<file path="src/rtl/seg_scan_ctrl.sv">
// seg_scan_ctrl: multiplexed 7-segment digit scanner with double-buffered value and leading-zero blanking
module seg_scan_ctrl #(
  parameter int DIGITS = 4,
  parameter int PRESCALE = 1000,
  parameter int BLANK = 16,
  parameter bit SEL_ACTIVE_LOW = 0
) (
  input  logic                  clk,
  input  logic                  rst_n,
  input  logic [4*DIGITS-1:0]   value,
  input  logic [DIGITS-1:0]     dps,
  input  logic                  load,
  input  logic                  lzb_en,
  output logic [3:0]            digit_data,
  output logic                  digit_dp,
  output logic [DIGITS-1:0]     digit_sel,
  output logic                  frame_start
);
  localparam int IW = DIGITS > 1 ? $clog2(DIGITS) : 1;
  localparam int CW = PRESCALE > 1 ? $clog2(PRESCALE) : 1;
  localparam logic [DIGITS-1:0] SEL_OFF = {DIGITS{SEL_ACTIVE_LOW}};
  logic [CW-1:0] cnt_q, cnt_d;
  logic [IW-1:0] idx_q, idx_d;
  logic run_q, run_d;
  logic [4*DIGITS-1:0] pend_val_q, pend_val_d, shad_val_q, shad_val_d;
  logic [DIGITS-1:0] pend_dp_q, pend_dp_d, shad_dp_q, shad_dp_d;
  logic pend_flag_q, pend_flag_d;
  logic [3:0] digit_data_q, digit_data_d;
  logic digit_dp_q, digit_dp_d;
  logic [DIGITS-1:0] digit_sel_q, digit_sel_d;
  logic frame_start_q, frame_start_d;
  logic [DIGITS-1:0] blank;
  logic wrap, swap, hi_zero;
  // run_q holds the scan in a pre-start state so the first edge after reset enters slot (0,0)
  always_comb begin
    wrap = cnt_q == CW'(PRESCALE - 1);
    run_d = 1'b1;
    cnt_d = !run_q || wrap ? '0 : cnt_q + 1'b1;
    idx_d = !run_q ? '0 : !wrap ? idx_q : idx_q == IW'(DIGITS - 1) ? '0 : idx_q + 1'b1;
    swap = idx_d == '0 && cnt_d == '0 && pend_flag_q;
    shad_val_d = swap ? pend_val_q : shad_val_q;
    shad_dp_d = swap ? pend_dp_q : shad_dp_q;
    pend_val_d = load ? value : pend_val_q;
    pend_dp_d = load ? dps : pend_dp_q;
    pend_flag_d = load || (pend_flag_q && !swap);
    hi_zero = 1'b1;
    for (int k = DIGITS - 1; k >= 0; k--) begin
      hi_zero = hi_zero && shad_val_d[4*k +: 4] == 4'h0;
      blank[k] = lzb_en && k != 0 && hi_zero && !shad_dp_d[k];
    end
    digit_data_d = shad_val_d[{idx_d, 2'b00} +: 4];
    digit_dp_d = shad_dp_d[idx_d];
    digit_sel_d = SEL_OFF ^ (cnt_d >= CW'(BLANK) && !blank[idx_d] ? DIGITS'(1) << idx_d : '0);
    frame_start_d = idx_d == '0 && cnt_d == '0;
  end
  always_ff @(posedge clk or negedge rst_n) begin
    if (!rst_n) begin
      cnt_q <= '0;
      idx_q <= '0;
      run_q <= 1'b0;
      pend_val_q <= '0;
      pend_dp_q <= '0;
      pend_flag_q <= 1'b0;
      shad_val_q <= '0;
      shad_dp_q <= '0;
      digit_data_q <= '0;
      digit_dp_q <= 1'b0;
      digit_sel_q <= SEL_OFF;
      frame_start_q <= 1'b0;
    end else begin
      cnt_q <= cnt_d;
      idx_q <= idx_d;
      run_q <= run_d;
      pend_val_q <= pend_val_d;
      pend_dp_q <= pend_dp_d;
      pend_flag_q <= pend_flag_d;
      shad_val_q <= shad_val_d;
      shad_dp_q <= shad_dp_d;
      digit_data_q <= digit_data_d;
      digit_dp_q <= digit_dp_d;
      digit_sel_q <= digit_sel_d;
      frame_start_q <= frame_start_d;
    end
  end
  assign digit_data = digit_data_q;
  assign digit_dp = digit_dp_q;
  assign digit_sel = digit_sel_q;
  assign frame_start = frame_start_q;
endmodule

</file>
<file path="config.mk">
export PLATFORM = sky130hd
export DESIGN_NAME = seg_scan_ctrl
export DESIGN_NICKNAME = d
export VERILOG_FILES = /design/src/rtl/seg_scan_ctrl.sv
export SDC_FILE = /design/constraint.sdc
export NUM_CORES = 1
export LEC_CHECK = 0
export ABC_AREA = 1
export CAP_MARGIN = 20
export CORE_MARGIN = 2
export CORE_UTILIZATION = 49
export CTS_BUF_LIST = sky130_fd_sc_hd__clkbuf_8 sky130_fd_sc_hd__clkbuf_16
export CTS_CLUSTER_SIZE = 8
export DETAILED_ROUTE_END_ITERATION = 8
export GPL_TIMING_DRIVEN = 0
export HOLD_SLACK_MARGIN = 0.05
export PLACE_DENSITY_LB_ADDON = 0.2
export SYNTH_ARGS = -nofsm -noshare
export SYNTH_HDL_FRONTEND = slang
export SYNTH_SLANG_ARGS = --single-unit
</file>
<file path="constraint.sdc">
create_clock -name clk -period 4.8 [get_ports clk]
set_input_delay 1.44 -clock clk [delete_from_list [all_inputs] [get_ports clk]]
set_output_delay 1.44 -clock clk [all_outputs]
set_load 0.02 [all_outputs]
</file>
==> results.md <==
- Status: complete, no violations
- GRT Residual Overflow: 0
- Cell count after synthesis: 342
- Remaining DRCs: 0
- Fill count: about 540
- Post-layout net count: 411
- CP max-delay cell: dfrtp_1
- Cell taking the most area after synthesis: dfrtp_1
- Max Cap Violations: 0
- Starting Density: 50.2%
- # rows: 28
- Mapped Area: 0.00296 mm^2
- Setup WS pre-CTS: 2010 ps
- Type of origin of the critical path: flip-flop
- Post-synthesis async set-or-reset flop share: 100%
- Pwr/cell area: 364 mW/mm^2
- Hold Buf Count CTS: 0
- Die span in x: around 82 um
- Compound-Gate Fraction of Synth Area: 10.2%
- Max Fanout on Critical Path: 10
- Post-Synth XOR/XNOR Area: less than 1%
- Area after DPL: ~0.0034 mm^2
- Largest family of logic cells by synthesized area: simple AND/OR/NAND/NOR gates
- Final Non-Filler Cells: 465
- Adder-cell area share of the yosys netlist: 0.847%
- Share of post-route cells with drive strength above 1: 12.3%
- Max-slew headroom: 47.7%
- Post_cts resized: 0
- WHS: 498 ps
- Worst-Skew Late Latency: ~340 ps
- Clk buf depth: 2
- Post-CTS Setup Inserts: 0
- Reg clk slew, reported paths: 70 ps
- Hold violation count in the final report: 0
- Crit path buffers/inverters: 2
- Worst path arrival time: 3020 ps
- CTS tree: yes
- Hold path depth: 2
- Top Ports: 34
- Worst VDD drop: 232 uV
- P_leak: 1.76 nW
- Crit-path cells: ha_1 > nand2_2 > nor2_4 > nand2_2 > nand2_1 > nand3_1 > nand2_2 > nor2_4 > nand4_4 > inv_4 > buf_6 > nand2_1 > o21ai_2 > nand4_1 > nor2_1 > nand2_1 > nand2_2 > nor2_1
- Post-synth EDFFs: 0
- Top FF cell, synth: dfrtp_1
- Largest net degree at the start of global routing: 65
- RSZ-0062 raised after global routing: false
- Reg2reg start: cnt_q[0]
- N_diodes: 0
- H-Tree Depth: 3
- Critical path's top delay family: simple AND/OR/NAND/NOR gates
- Layout overhead on the synthesized area: 19.7%
- Final instance area: 0.00354 mm^2
- Syn_area_per_cell: just under 9 um^2
- Cts bufs inserted: 9
- First-pass GRT wire length: between 10,000 and 15,000 um
- Setup Viol. Count Final: 0
- Routed Antenna Nets: 0
- Worst Tran Pin Value: 784 ps
- Synth warn: 0
- Routability congestion estimate: 0.946
- Synth top area share: 54.2%
- Root Driver: clkbuf_8
- Crit path kind: reg -> reg
- Post-synthesis sequential area ratio: 54.2%
- Clock Sinks: 64
- Drt via density: 4.91
- Vias in the first global route: 2,128
- Post-Place Cells: 449
- Die Y: approximately 82 um
- Worst hold path startpoint: shad_val_q[15]
- Netlist cell types: 31
- Pre-antenna DRT Iters: 4
- Max Fclk: 357 MHz
- Critical R2R Capture: digit_sel[3]
- Slew Viols, Final: 0
- Total Routed Length: 5960 um
- Most common library cells after synthesis: nand2_1, dfrtp_1, inv_1
- Setup TNS: 0 ps
- Setup crit end kind: flip-flop
- Min-Delay Endpoint: shad_val_q[15]
- Simple-gate share of the synthesized area: between 20% and 30%
- Core area: 0.00589 mm^2
- Net Count, Synth: between 300 and 400
- Largest stage delay, worst path: roughly 470 ps
- Final Cycle Share: 58.3%
- Final min period: 2800 ps
- Reg2reg setup slack: roughly 2000 ps
- DR iter-0 viols: 122
- Die Footprint: 0.00667 mm^2
- Most frequent cell after synthesis: nand2_1
- Mux cell area share after synthesis: 0.381%
- Avg WL per Cell: around 13 um
- Hold/Removal Path Class: reg -> reg
- Yosys reg bits: 64
- Vias: 2,285
- Cells on worst reg2reg path: 18
- CP dominant cell by count: nand2_2
- Clock Skew: 6.71 ps
- Data required time of the critical path: approximately 5000 ps
- Min setup slack post-route: 2000 ps
- Dpl hpwl: 4390 um
- Synth area leaders: dfrtp_1, nand2_1, inv_1
- Gr usage total: 20.3%
- Port Buffers: 32
- Antenna violations before repair: 0
==> metal layers <==
| metal | global-route usage (%) | share of wire, % | up-vias |
|---|---|---|---|
| li1 | - | - | 1146 |
| met1 | 26.7 | 47 | 1089 |
| met2 | 32.4 | 48 | 39 |
| met3 | 4.29 | 3.4 | 11 |
| met4 | 9.33 | 2.1 | 0 |
| met5 | 0 | 0 | - |
==> kinds of logic after synthesis <==
| logic type | Yosys count |
|---|---|
| and+or+nand+nor | 151 |
| buffers and inverters | 72 |
| DFF | 64 |
| AOI/OAI and AO/OA | 50 |
| adders and majority gates | 2 |
| other | 1 |
| xor gates and xnor gates | 1 |
| muxes | 1 |
==> state kept, by name, summed over array words and instances, names as in the netlist <==
register	flops
pend_flag_q	1
shad_dp_q	4
pend_dp_q	4
idx_q	2
shad_val_q	16
pend_val_q	16
digit_dp	1
cnt_q	10
run_q	1
frame_start	1
digit_data	4
digit_sel	4
==> worst reg2reg max path: stages, from the launching register on <==
cell     delay (ps)
dfrtp_1         470
ha_1            260
nand2_2         130
nor2_4           60
nand2_2         130
nand2_1          60
nand3_1         180
nand2_2         150
nor2_4          150
nand4_4         180
inv_4           140
buf_6           150
nand2_1          70
o21ai_2          90
nand4_1         110
nor2_1          130
nand2_1          80
nand2_2          70
nor2_1           60
==> worst max path at each step <==
stage               startpoint            end  cells past startpoint
floorplan             cnt_q[0]   digit_sel[3]                     20
global placement         rst_n  shad_val_q[2]                      1
detailed placement    cnt_q[0]   digit_sel[2]                     20
CTS                   cnt_q[0]   digit_sel[2]                     20
global route          cnt_q[0]   digit_sel[3]                     20
finish                cnt_q[0]   digit_sel[3]                     18
==> per-stage QoR <==
step	total power, W	util, %
after floorplan	0.000803	-
final	0.00129	60.1
after detailed placement	0.000899	57.2
after CTS	0.00130	60.1
after global routing	0.00136	60.1
after global placement	0.000891	57.2
==> cell type report <==
type / count / area, um^2 / area share [%]
Sequential cell: 64 / 1600 / 45.3
Clock buffer: 9 / 124 / 3.50
Multi-Input combinational cell: 206 / 1050 / 29.7
Clock inverter: 7 / 47.5 / 1.34
Buffer: 7 / 57.6 / 1.63
Timing Repair Buffer: 32 / 318 / 8.98
Inverter: 65 / 246 / 6.97
Tap cell: 75 / 93.8 / 2.65
==> power breakdown <==
part           total [W]  internal (W)  switching (W)
Combinational   0.000243     0.0000993       0.000143
Clock           0.000404      0.000187       0.000217
Sequential      0.000643      0.000614      0.0000288
Total            0.00129      0.000900       0.000389
==> cell usage in the layout (no fill, tap or decap), types with 2 or more instances in the layout <==
cell type         n
nand2_2           7
nand4_1           7
nor2_4            6
nor2_1           24
o22ai_1           3
clkinv_2          3
o21ai_1           3
clkdlybuf4s50_1  31
nand2_1          87
clkbuf_1          3
clkbuf_8          9
o21ai_0          26
inv_1            63
a21oi_1           5
clkinvlp_4        2
o21ai_2           8
nand3_1          16
o2111ai_1         2
buf_6             2
ha_1              2
dfrtp_1          64
No activity file was read; power rests on OpenSTA's default activity.
